==> src/rtl/distributor_pkg.sv <==
// Shared types for the distributor: routing mode and output target encodings.
package distributor_pkg;

    typedef enum logic {
        ROUTE_DEST = 1'b0,
        ROUTE_RR   = 1'b1
    } route_mode_t;

    typedef enum logic {
        TARGET_A = 1'b0,
        TARGET_B = 1'b1
    } target_t;

    // Opposite output of t.
    function automatic target_t other_target(input target_t t);
        return (t == TARGET_A) ? TARGET_B : TARGET_A;
    endfunction

endpackage

==> src/rtl/distributor_slot.sv <==
// One-entry registered output stage of the distributor.
// Ports:
//   i_clk, i_rst   clock, synchronous active-high reset
//   i_load         write i_data into the stage this edge
//   i_data         beat to load
//   i_ready        downstream consumer ready
//   o_valid        stage holds a beat
//   o_data         held beat
//   o_can_accept   stage can take a beat this cycle (empty or draining)
module distributor_slot #(
    parameter int unsigned WIDTH = 32
) (
    input  logic             i_clk,
    input  logic             i_rst,
    input  logic             i_load,
    input  logic [WIDTH-1:0] i_data,
    input  logic             i_ready,
    output logic             o_valid,
    output logic [WIDTH-1:0] o_data,
    output logic             o_can_accept
);

    logic             valid_q;
    logic [WIDTH-1:0] data_q;

    // Load wins over drain so a drain+load pair yields back-to-back beats.
    always_ff @(posedge i_clk) begin
        if (i_rst) begin
            valid_q <= 1'b0;
            data_q  <= '0;
        end else if (i_load) begin
            valid_q <= 1'b1;
            data_q  <= i_data;
        end else if (i_ready && valid_q) begin
            valid_q <= 1'b0;
        end
    end

    assign o_valid      = valid_q;
    assign o_data       = data_q;
    assign o_can_accept = !valid_q || i_ready;

endmodule

==> src/rtl/distributor.sv <==
// Fans one valid/ready stream (X) out to two valid/ready streams (A, B).
// Beats are steered by i_x_dest (ROUTE_DEST) or by work-conserving
// round-robin (ROUTE_RR). Each output has a one-entry registered stage.
// Ports:
//   i_clk, i_rst                 clock, synchronous active-high reset
//   i_x_data/i_x_dest/i_x_valid  input beat, destination, valid
//   o_x_ready                    input beat accepted (combinational)
//   o_a_data/o_a_valid/i_a_ready output A stream
//   o_b_data/o_b_valid/i_b_ready output B stream
module distributor
    import distributor_pkg::*;
#(
    parameter int unsigned WIDTH      = 32,
    parameter route_mode_t ROUTE_MODE = ROUTE_DEST
) (
    input  logic             i_clk,
    input  logic             i_rst,
    input  logic [WIDTH-1:0] i_x_data,
    input  logic             i_x_dest,
    input  logic             i_x_valid,
    output logic             o_x_ready,
    output logic [WIDTH-1:0] o_a_data,
    output logic             o_a_valid,
    input  logic             i_a_ready,
    output logic [WIDTH-1:0] o_b_data,
    output logic             o_b_valid,
    input  logic             i_b_ready
);

    target_t rr_ptr;
    target_t target;
    logic    can_a;
    logic    can_b;
    logic    can_ptr;
    logic    can_other;
    logic    x_ready;
    logic    xfer;
    logic    load_a;
    logic    load_b;

    // Target selection; RR falls over to the other slot only when the
    // preferred one is blocked and the other is free.
    always_comb begin
        target    = TARGET_A;
        can_ptr   = (rr_ptr == TARGET_B) ? can_b : can_a;
        can_other = (rr_ptr == TARGET_B) ? can_a : can_b;
        if (ROUTE_MODE == ROUTE_DEST) begin
            target = target_t'(i_x_dest);
        end else begin
            target = rr_ptr;
            if (!can_ptr && can_other) begin
                target = other_target(rr_ptr);
            end
        end
    end

    // Ready never looks at i_x_valid.
    always_comb begin
        x_ready = 1'b0;
        if (!i_rst) begin
            x_ready = (target == TARGET_B) ? can_b : can_a;
        end
    end

    assign o_x_ready = x_ready;
    assign xfer      = i_x_valid && x_ready;
    assign load_a    = xfer && (target == TARGET_A);
    assign load_b    = xfer && (target == TARGET_B);

    // Pointer moves past the slot actually loaded.
    always_ff @(posedge i_clk) begin
        if (i_rst) begin
            rr_ptr <= TARGET_A;
        end else if (xfer) begin
            rr_ptr <= other_target(target);
        end
    end

    distributor_slot #(.WIDTH(WIDTH)) u_slot_a (
        .i_clk        (i_clk),
        .i_rst        (i_rst),
        .i_load       (load_a),
        .i_data       (i_x_data),
        .i_ready      (i_a_ready),
        .o_valid      (o_a_valid),
        .o_data       (o_a_data),
        .o_can_accept (can_a)
    );

    distributor_slot #(.WIDTH(WIDTH)) u_slot_b (
        .i_clk        (i_clk),
        .i_rst        (i_rst),
        .i_load       (load_b),
        .i_data       (i_x_data),
        .i_ready      (i_b_ready),
        .o_valid      (o_b_valid),
        .o_data       (o_b_data),
        .o_can_accept (can_b)
    );

endmodule

==> config.mk <==
export PLATFORM = sky130hd
export DESIGN_NAME = distributor
export DESIGN_NICKNAME = d
export VERILOG_FILES = /design/src/rtl/distributor_pkg.sv /design/src/rtl/distributor_slot.sv /design/src/rtl/distributor.sv
export SDC_FILE = /design/constraint.sdc
export NUM_CORES = 1
export LEC_CHECK = 0
export ABC_AREA = 0
export BUFFER_PORTS_ARGS = -buffer_cell sky130_fd_sc_hd__buf_2
export CAP_MARGIN = 10
export CORE_ASPECT_RATIO = 0.7
export CORE_MARGIN = 2
export CORE_UTILIZATION = 24
export DETAILED_ROUTE_END_ITERATION = 8
export PLACE_DENSITY = 0.47
export SYNTH_ARGS = -nofsm -noshare
export SYNTH_HDL_FRONTEND = slang
export SYNTH_SLANG_ARGS = --single-unit
==> constraint.sdc <==
create_clock -name i_clk -period 2.1 [get_ports i_clk]
set_input_delay 0.525 -clock i_clk [delete_from_list [all_inputs] [get_ports i_clk]]
set_output_delay 0.525 -clock i_clk [all_outputs]
set_load 0.02 [all_outputs]
==> results of run 1 <==
Yosys cell counts (2+ instances only):
cell / number / area share
a21oi_1: 2 / 0.0037
and2b_1: 7 / 0.019
buf_2: 3 / 0.0055
buf_6: 6 / 0.025
clkbuf_1: 3 / 0.0041
dfxtp_1: 66 / 0.48
mux2_1: 3 / 0.012
mux2_2: 32 / 0.13
mux2_4: 29 / 0.16
nand2b_1: 2 / 0.0046
nor2b_1: 57 / 0.13
flip-flops by register name (all words and copies together), names as in the netlist:
register          count
u_slot_b.o_valid      1
u_slot_b.o_data      32
u_slot_a.o_valid      1
u_slot_a.o_data      32
path summary, 6_finish.rpt:
kind	startpoint	to	slack, ns
worst min register to register	u_slot_b.o_data[24]	u_slot_b.o_data[24]	0.58
worst max register to register	u_slot_b.o_valid	u_slot_b.o_data[30]	0.75
worst min-delay path	i_x_data[14]	u_slot_b.o_data[14]	0.43
worst max-delay path	i_b_ready	o_x_ready	0.39
per-layer routing:
metal / track usage / up-vias / wire (µm)
met5: 0 / - / 0
met4: 0.0353 / 0 / 95
met3: 0.0504 / 8 / 438
met2: 0.154 / 57 / 2580
met1: 0.139 / 845 / 3080
li1: - / 932 / -
logic make-up after synthesis:
logic type | after synthesis | share of synthesized area
and+or+nand+nor | 70 | 0.171
muxes | 65 | 0.306
AOI/OAI and AO/OA | 2 | 0.00365
buffers and inverters | 13 | 0.0370
DFF | 66 | 0.482
cell type report:
type	count	area (µm²)
sequential	66	1320
timing repair buffer	110	566
fill	1182	7330
clock inverter	1	30.0
multi-input combinational	137	1320
tap	153	191
clock buffer	14	294
critical path: cells and delay by family:
| family | cells | cell delay, ns |
|---|---|---|
| buffers and inverters | 2 | 0.25 |
| multiplexers | 1 | 0.16 |
| AND/OR/NAND/NOR | 2 | 0.24 |
power breakdown:
part | switching [mW] | internal, mW
combinational | 0.210 | 0.188
clock | 0.518 | 1.07
sequential | 0.0277 | 1.32
metrics by stage:
stage | util | cell area, µm² | total power [mW] | worst slack [ns]
3_3_place_gp | 0.307 | 3400 | 1.78 | 0.366
6_report | 0.337 | 3720 | 3.34 | 0.390
5_1_grt | 0.337 | 3720 | 3.49 | 0.341
3_5_place_dp | 0.307 | 3400 | 1.78 | 0.343
2_1_floorplan | - | 2740 | 1.64 | 0.441
4_1_cts | 0.337 | 3720 | 3.41 | 0.380
layout by cell type, fill, tap and decap left out:
cell	count
nor2b_1	57
mux2i_1	1
dfxtp_1	66
nand2_2	1
buf_2	104
clkbuf_8	5
nand4b_4	1
mux2_2	32
nor3b_2	1
mux2_1	3
and2b_1	7
clkbuf_16	9
buf_4	6
nor2_1	1
mux2_4	29
bufinv_16	1
a21oi_1	2
nand2b_1	2
==> results.sh, run 1 <==
export IMPL_outcome="finished clean"
export IMPL_htree_num_levels=3
export IMPL_worstPathRequired_ns=1.57
export IMPL_rsz0062_at_grt="no"
export IMPL_syn_avg_cell_area_um2=12.7
export IMPL_syn_to_final_growth_pct=35.8
export IMPL_maxCapViolCount=0
export IMPL_crit_chain="buf_2, nand2b_1, mux2i_1, nor2_1, buf_2"
export IMPL_num_rows=32
export IMPL_layout_drive_gt1_share=0.576
export IMPL_cts_buffers=9
export IMPL_crit_path_frequent_cell="buf_2"
export IMPL_diodes=0
export IMPL_ir_drop_v=0.000422
export IMPL_critPathMaxStageDelay_ns=0.19
export IMPL_cts_tree="done"
export IMPL_powerDensity_mw_per_mm2=898
export IMPL_synth_seq_cells=66
export IMPL_clock_sink_count=66
export IMPL_cts_path_max_buffers=2
export IMPL_yosysSeqAreaShare=0.482
export IMPL_ys_types=17
export IMPL_synth_ff_type="dfxtp_1"
export IMPL_synth_area_mm2=0.00274
export IMPL_syn_num_nets=254
export IMPL_hold_violations=0
export IMPL_cp_slowest_cell="nand2b_1"
export IMPL_vias=1842
export IMPL_clk_latency_ns=0.32
export IMPL_die_x_um=132
export IMPL_antenna_found_initial=0
export IMPL_grt_pass1_vias=1864
export IMPL_worstPathMaxFanout=3
export IMPL_cts_setup_buffers=0
export IMPL_io_pins=105
export IMPL_grt_use_total=0.106
export IMPL_via_per_inst=3.83
export IMPL_clock_fmax_mhz=585
export IMPL_hold_depth=2
export IMPL_worst_setup_path_end_kind="primary output"
export IMPL_period_needed_ns=1.71
export IMPL_grt_pass1_wl_mm=10.1
export IMPL_synthArstFlopShare=0
export IMPL_worst_pin_slew_ns=0.408
export IMPL_finalMaxSlewViolations=0
export IMPL_cts_hold_fix_buffers=0
export IMPL_dpl_cell_count=466
export IMPL_hp_class="primary input to flip-flop"
export IMPL_p_leak_nw=1.89
export IMPL_remaining_drc_errors=0
export IMPL_fin_crit_sh=0.814
export IMPL_fin_setup_tns_ns=0
export IMPL_slew_headroom=0.728
export IMPL_synth_edf_count=0
export IMPL_setup_viol=0
export IMPL_fin_hold_ws_ns=0.432
export IMPL_fp_coreArea_mm2=0.0111
export IMPL_cts_resized=0
export IMPL_port_buffers=104
export IMPL_place_congestion=0.701
export IMPL_post_dp_hpwl_mm=4.35
export IMPL_reg2reg_depth=4
export IMPL_fin_nets=362
export IMPL_cts_root_buf="clkbuf_16"
export IMPL_die_y_um=93.4
export IMPL_initial_core_util=0.248
export IMPL_grt_max_degree=40
export IMPL_cp_start_kind="primary input"
export IMPL_antenna_left=0
export IMPL_yosys_warnings=0
export IMPL_wl_mm=6.19
export IMPL_first_iter_violations=25
export IMPL_grt_ovfl_total=0
export IMPL_wl_per_cell_um=12.9
export IMPL_worstPathArrival_ns=1.18
export IMPL_worstSetupPathType="primary input to primary output"
export IMPL_die_area_mm2=0.0123
export IMPL_syn_inst=216
export IMPL_dr_pass1_iters=4
export IMPL_finClkSkew_ns=0.00461
export IMPL_clkTransAtPathRegs_ns=0.05
export IMPL_final_cells=481
(Power assumes the default switching activity.)
==> run 2, diff against run 1 <==
--- a/config.mk
+++ b/config.mk
@@ -5,7 +5,7 @@
 export SDC_FILE = /design/constraint.sdc
 export NUM_CORES = 1
 export LEC_CHECK = 0
-export ABC_AREA = 0
+export ABC_AREA = 1
 export BUFFER_PORTS_ARGS = -buffer_cell sky130_fd_sc_hd__buf_2
 export CAP_MARGIN = 10
 export CORE_ASPECT_RATIO = 0.7
==> constraint.sdc (replaced) <==
create_clock -name i_clk -period 1.6 [get_ports i_clk]
set_input_delay 0.4 -clock i_clk [delete_from_list [all_inputs] [get_ports i_clk]]
set_output_delay 0.4 -clock i_clk [all_outputs]
set_load 0.02 [all_outputs]
==> results.sh, run 2 <==
export IMPL_outcome="finished clean"
export IMPL_p_leak_nw=1.87
export IMPL_seqPwrFrac=0.430
export IMPL_cts_buffers=9
export IMPL_synth_top_area_frac=0.506
export IMPL_syn_inst=367
export IMPL_final_cells=606
export IMPL_worst_pin_slew_ns=0.402
export IMPL_dr_pass1_iters=4
export IMPL_reg2reg_depth=8
export IMPL_io_pins=105
export IMPL_syn_num_nets=405
export IMPL_synth_largest_area_cell="dfxtp_1"
export IMPL_wl_mm=8.21
export IMPL_htree_num_levels=3
export IMPL_powerDensity_mw_per_mm2=1140
export IMPL_num_fill_cells=1145
export IMPL_ir_drop_v=0.000491
export IMPL_pwr_share_comb=0.127
export IMPL_post_dp_hpwl_mm=5.75
export IMPL_die_x_um=129
export IMPL_worstPathRequired_ns=1.20
export IMPL_initial_core_util=0.249
export IMPL_hp_start="i_b_ready"
export IMPL_critical_path_reg2reg_startpoint="u_slot_b.o_valid"
export IMPL_synth_common_cells="nor2_1 (131), dfxtp_1 (66), nand2_1 (35), inv_1 (34), nand4_1 (34)"
export IMPL_antenna_left=0
export IMPL_synthArstFlopShare=0
export IMPL_cp_start_kind="flip-flop"
export IMPL_worst_slack_ns=0.0625
export IMPL_die_area_mm2=0.0117
export IMPL_die_y_um=91.2
export IMPL_yosysSeqAreaShare=0.506
export IMPL_setup_viol=0
export IMPL_fp_coreArea_mm2=0.0105
export IMPL_cts_path_max_buffers=2
export IMPL_finalMaxSlewViolations=0
export IMPL_cts_tree="done"
export IMPL_port_buffers=104
export IMPL_r2r_slack_ns=0.23
export IMPL_clock_sink_count=66
export IMPL_switching_share=0.269
export IMPL_via_per_inst=4.32
export IMPL_fin_crit_sh=0.961
export IMPL_yosys_warnings=0
export IMPL_grt_ovfl_total=0
export IMPL_fin_setup_tns_ns=0
export IMPL_synth_most_common_cell="nor2_1"
export IMPL_maxCapViolCount=0
export IMPL_synth_ff_type="dfxtp_1"
export IMPL_synth_edf_count=0
export IMPL_holdPathEnd="u_slot_b.o_valid"
export IMPL_fin_nets=507
export IMPL_clkTransAtPathRegs_ns=0.06
export IMPL_slew_headroom=0.732
export IMPL_power_share_clock=0.443
export IMPL_dpl_cell_count=588
export IMPL_first_iter_violations=187
export IMPL_finClkSkew_ns=0.00621
export IMPL_power_switching_mw=1.10
export IMPL_final_common_cell="nor2_1"
export IMPL_diodes=0
export IMPL_grt_use_total=0.141
export IMPL_ys_top_cells_by_area="dfxtp_1 (51%), nor2_1 (19%), nand4_1 (8.2%), a21oi_1 (6.3%), nand2_1 (5.0%)"
export IMPL_cts_hold_fix_buffers=0
export IMPL_place_congestion=0.774
export IMPL_grt_max_degree=50
export IMPL_num_rows=31
export IMPL_fin_util=0.342
export IMPL_placed_cell_area_mm2=0.00328
export IMPL_antenna_found_initial=0
export IMPL_clock_fmax_mhz=650
export IMPL_most_common_layout_cells="nor2_1 (131), buf_2 (103), dfxtp_1 (66)"
export IMPL_synth_seq_cells=66
export IMPL_dp_slack_ns=0.150
export IMPL_ys_types=14
export IMPL_clk_latency_ns=0.33
export IMPL_rsz0062_at_grt="no"
export IMPL_intPower_mw=2.98
export IMPL_hold_depth=4
export IMPL_worst_setup_path_end_kind="primary output"
export IMPL_worstPathMaxFanout=3
export IMPL_remaining_drc_errors=0
export IMPL_grt_pass1_wl_mm=12.6
export IMPL_r2r_end="u_slot_a.o_data[11]"
export IMPL_syn_to_final_growth_pct=37.5
export IMPL_syn_avg_cell_area_um2=7.11
export IMPL_worstPathArrival_ns=1.14
export IMPL_cts_root_buf="clkbuf_16"
export IMPL_hold_violations=0
export IMPL_fin_hold_ws_ns=0.387
export IMPL_worstSetupPathType="flip-flop to primary output"
export IMPL_finalPower_mw=4.07
export IMPL_grt_pass1_vias=2416
export IMPL_hp_class="primary input to flip-flop"
export IMPL_wl_per_cell_um=13.5
export IMPL_layout_drive_gt1_share=0.291
export IMPL_postLayoutCellArea_mm2=0.00359
export IMPL_period_needed_ns=1.54
export IMPL_synth_area_mm2=0.00261
export IMPL_vias=2620
run 2: cell count changes after synthesis, moves of 32 or more:
cell / delta
inv_1: +34
mux2_2: -32
nand2_1: +35
nand4_1: +34
nor2_1: +130
nor2b_1: -57
run 2: timing repair:
| action | 4_1_cts | 5_1_grt |
|---|---|---|
| setup endpoints to repair | 0 | 1 |
| gates resized for setup | 0 | 4 |
| buffers inserted | 0 | 2 |
run 2: critical path, cell delays in order, from the launching register on:
cell and delay, ns:
dfxtp_1 0.35, nand2_1 0.09, nor2_1 0.18, nor2_4 0.06, buf_6 0.13
run 2: worst max-delay path by stage:
| stage | start | end | slack (ns) | cells past startpoint |
|---|---|---|---|---|
| after floorplan | i_rst | o_x_ready | 0.1 | 5 |
| after global placement | i_x_dest | u_slot_a.o_data[11] | 0.16 | 8 |
| after detailed placement | i_x_dest | u_slot_a.o_data[17] | 0.15 | 8 |
| after CTS | u_slot_b.o_valid | o_x_ready | 0.03 | 4 |
| after global routing | u_slot_b.o_valid | o_x_ready | 0.02 | 4 |
| final | u_slot_a.o_valid | o_x_ready | 0.06 | 4 |
run 2: kinds of logic (layout without fill, tap and decap cells):
family	after synthesis	in the layout	share of synthesized area
simple gates	204	204	0.329
buf+inv	64	171	0.101
compound gates	33	33	0.0633
flops	66	66	0.506
run 2: metal layers:
layer | GRT usage | up-vias | part of all wire
met4 | 0.0326 | 0 | 0.0044
met5 | 0 | - | 0
met2 | 0.195 | 81 | 0.40
li1 | - | 1367 | -
met3 | 0.0636 | 4 | 0.074
met1 | 0.201 | 1168 | 0.52
run 2: final cells by class:
type,count,area (µm²),area share
clock buffer,11,243,0.0677
clock inverter,5,30.0,0.00837
inverter,37,139,0.0387
multi-input combinational,237,1030,0.288
sequential,66,1320,0.368
tap,132,165,0.0461
timing repair buffer,118,657,0.183
run 2: power groups by stage:
stage / Clock (mW) / Combinational [mW] / Sequential [mW]
3_5_place_dp: 0 / 0.510 / 1.79
4_1_cts: 1.86 / 0.511 / 1.75
3_3_place_gp: 0 / 0.508 / 1.79
5_1_grt: 1.94 / 0.569 / 1.76
6_report: 1.80 / 0.516 / 1.75
2_1_floorplan: 0 / 0.227 / 1.87
==> run 3, diff against run 2 <==
--- a/config.mk
+++ b/config.mk
@@ -11,6 +11,7 @@
 export CORE_ASPECT_RATIO = 0.7
 export CORE_MARGIN = 2
 export CORE_UTILIZATION = 24
+export CTS_BUF_LIST = sky130_fd_sc_hd__clkbuf_8
 export DETAILED_ROUTE_END_ITERATION = 8
 export PLACE_DENSITY = 0.47
 export SYNTH_ARGS = -nofsm -noshare
==> results.sh, run 3 (synthesis results as in run 2) <==
export IMPL_die_x_um=129
export IMPL_final_cells=604
export IMPL_slew_headroom=0.726
export IMPL_endpoint="o_x_ready"
export IMPL_worstPathRequired_ns=1.20
export IMPL_ir_drop_v=0.000322
export IMPL_final_common_cell="nor2_1"
export IMPL_grt_ovfl_total=0
export IMPL_diodes=0
export IMPL_critPathMaxStageDelay_ns=0.36
export IMPL_maxCapViolCount=0
export IMPL_dr_pass1_iters=4
export IMPL_most_common_layout_cells="nor2_1 (130), buf_2 (103), dfxtp_1 (65)"
export IMPL_cts_tree="done"
export IMPL_finClkSkew_ns=0.00878
export IMPL_p_leak_nw=1.82
export IMPL_outcome="finished clean"
export IMPL_vias=2594
export IMPL_htree_num_levels=3
export IMPL_syn_to_final_growth_pct=33.1
export IMPL_finalMaxSlewViolations=0
export IMPL_r2r_slack_ns=0.37
export IMPL_worstPathMaxFanout=3
export IMPL_grt_pass1_wl_mm=12.6
export IMPL_via_per_inst=4.29
export IMPL_rsz0062_at_grt="no"
export IMPL_finalPower_mw=3.52
export IMPL_worst_setup_path_end_kind="primary output"
export IMPL_die_y_um=91.2
export IMPL_postLayoutCellArea_mm2=0.00347
export IMPL_fin_hold_ws_ns=0.355
export IMPL_worstSetupPathType="flip-flop to primary output"
export IMPL_antenna_left=0
export IMPL_antenna_found_initial=0
export IMPL_worst_pin_slew_ns=0.411
export IMPL_wl_mm=8.13
export IMPL_worst_path_stages=4
export IMPL_grt_pass1_vias=2415
export IMPL_hold_violations=0
export IMPL_hp_class="primary input to flip-flop"
export IMPL_r2r_end="u_slot_a.o_data[11]"
export IMPL_fin_crit_sh=0.952
export IMPL_clock_sink_count=66
export IMPL_clk_latency_ns=0.35
export IMPL_post_dp_hpwl_mm=5.75
export IMPL_path_delay_family="flip-flops"
export IMPL_worstPathArrival_ns=1.12
export IMPL_io_pins=105
export IMPL_worst_slack_ns=0.0773
export IMPL_clock_fmax_mhz=657
export IMPL_fin_nets=505
export IMPL_critical_path_reg2reg_startpoint="u_slot_b.o_valid"
export IMPL_clkTransAtPathRegs_ns=0.08
export IMPL_port_buffers=104
export IMPL_wl_per_cell_um=13.5
export IMPL_dp_slack_ns=0.150
export IMPL_place_congestion=0.774
export IMPL_die_area_mm2=0.0117
export IMPL_setup_viol=0
export IMPL_grt_use_total=0.141
export IMPL_remaining_drc_errors=0
export IMPL_cp_slowest_cell="dfxtp_1"
export IMPL_cts_root_buf="clkbuf_8"
export IMPL_layout_drive_gt1_share=0.292
export IMPL_fin_util=0.332
export IMPL_cts_buffers=9
export IMPL_path_buf_inv=1
export IMPL_cp_start_kind="flip-flop"
export IMPL_grt_max_degree=50
export IMPL_period_needed_ns=1.52
export IMPL_crit_chain="nand2_1, nor2_2, nor2_4, buf_6"
export IMPL_placed_cell_area_mm2=0.00328
export IMPL_initial_core_util=0.249
export IMPL_powerDensity_mw_per_mm2=1010
export IMPL_cts_hold_fix_buffers=0
export IMPL_cts_path_max_buffers=2
export IMPL_dpl_cell_count=588
export IMPL_crit_path_start="u_slot_a.o_valid"
export IMPL_fp_coreArea_mm2=0.0105
export IMPL_fin_setup_tns_ns=0
export IMPL_num_rows=31
export IMPL_reg2reg_depth=7
export IMPL_first_iter_violations=208
export IMPL_num_fill_cells=1163
## run 3: worst min-delay path by stage
stage               depth (start not counted)                   to  slack [ns]                start
global placement                            2  u_slot_b.o_data[10]        0.46  u_slot_b.o_data[10]
detailed placement                          2  u_slot_a.o_data[27]        0.47  u_slot_a.o_data[27]
floorplan                                   2  u_slot_a.o_data[10]        0.56  u_slot_a.o_data[10]
finish                                      4     u_slot_b.o_valid        0.36            i_b_ready
global route                                4     u_slot_b.o_valid        0.37            i_b_ready
CTS                                         4     u_slot_b.o_valid        0.35            i_b_ready
## run 3: per-layer routing
layer,up-vias,track usage,share of wire
met4,0,0.0380,0.011
li1,1356,-,-
met1,1138,0.201,0.51
met2,92,0.196,0.40
met5,-,0,0
met3,8,0.0530,0.086
## run 3: what timing repair did
| action | 4_1_cts | 5_1_grt |
|---|---|---|
| endpoints found under the hold margin | 0 | 0 |
| setup buffers | 0 | 0 |
| gates resized for setup | 1 | 5 |
| setup endpoints to repair | 1 | 1 |
## run 3: worst reg2reg max path, delay by kind of cell, from the launching register on
family / cells / cell delay, ns
simple gates: 6 / 0.55
flops: 1 / 0.34
buf+inv: 1 / 0.25
## run 3: power breakdown
group	switching (mW)	total (mW)	leakage [nW]	internal, mW
registers	0.0373	1.75	0.538	1.71
clock network	0.668	1.26	0.0892	0.590
logic	0.333	0.510	1.19	0.177
## run 3: final cells by class
type	count	area, µm²	area share
clock buffer	10	138	0.0396
sequential	66	1320	0.381
inverter	37	139	0.0400
tap	132	165	0.0476
multi-input combinational	237	1030	0.298
timing repair buffer	116	642	0.185
clock inverter	6	33.8	0.00973
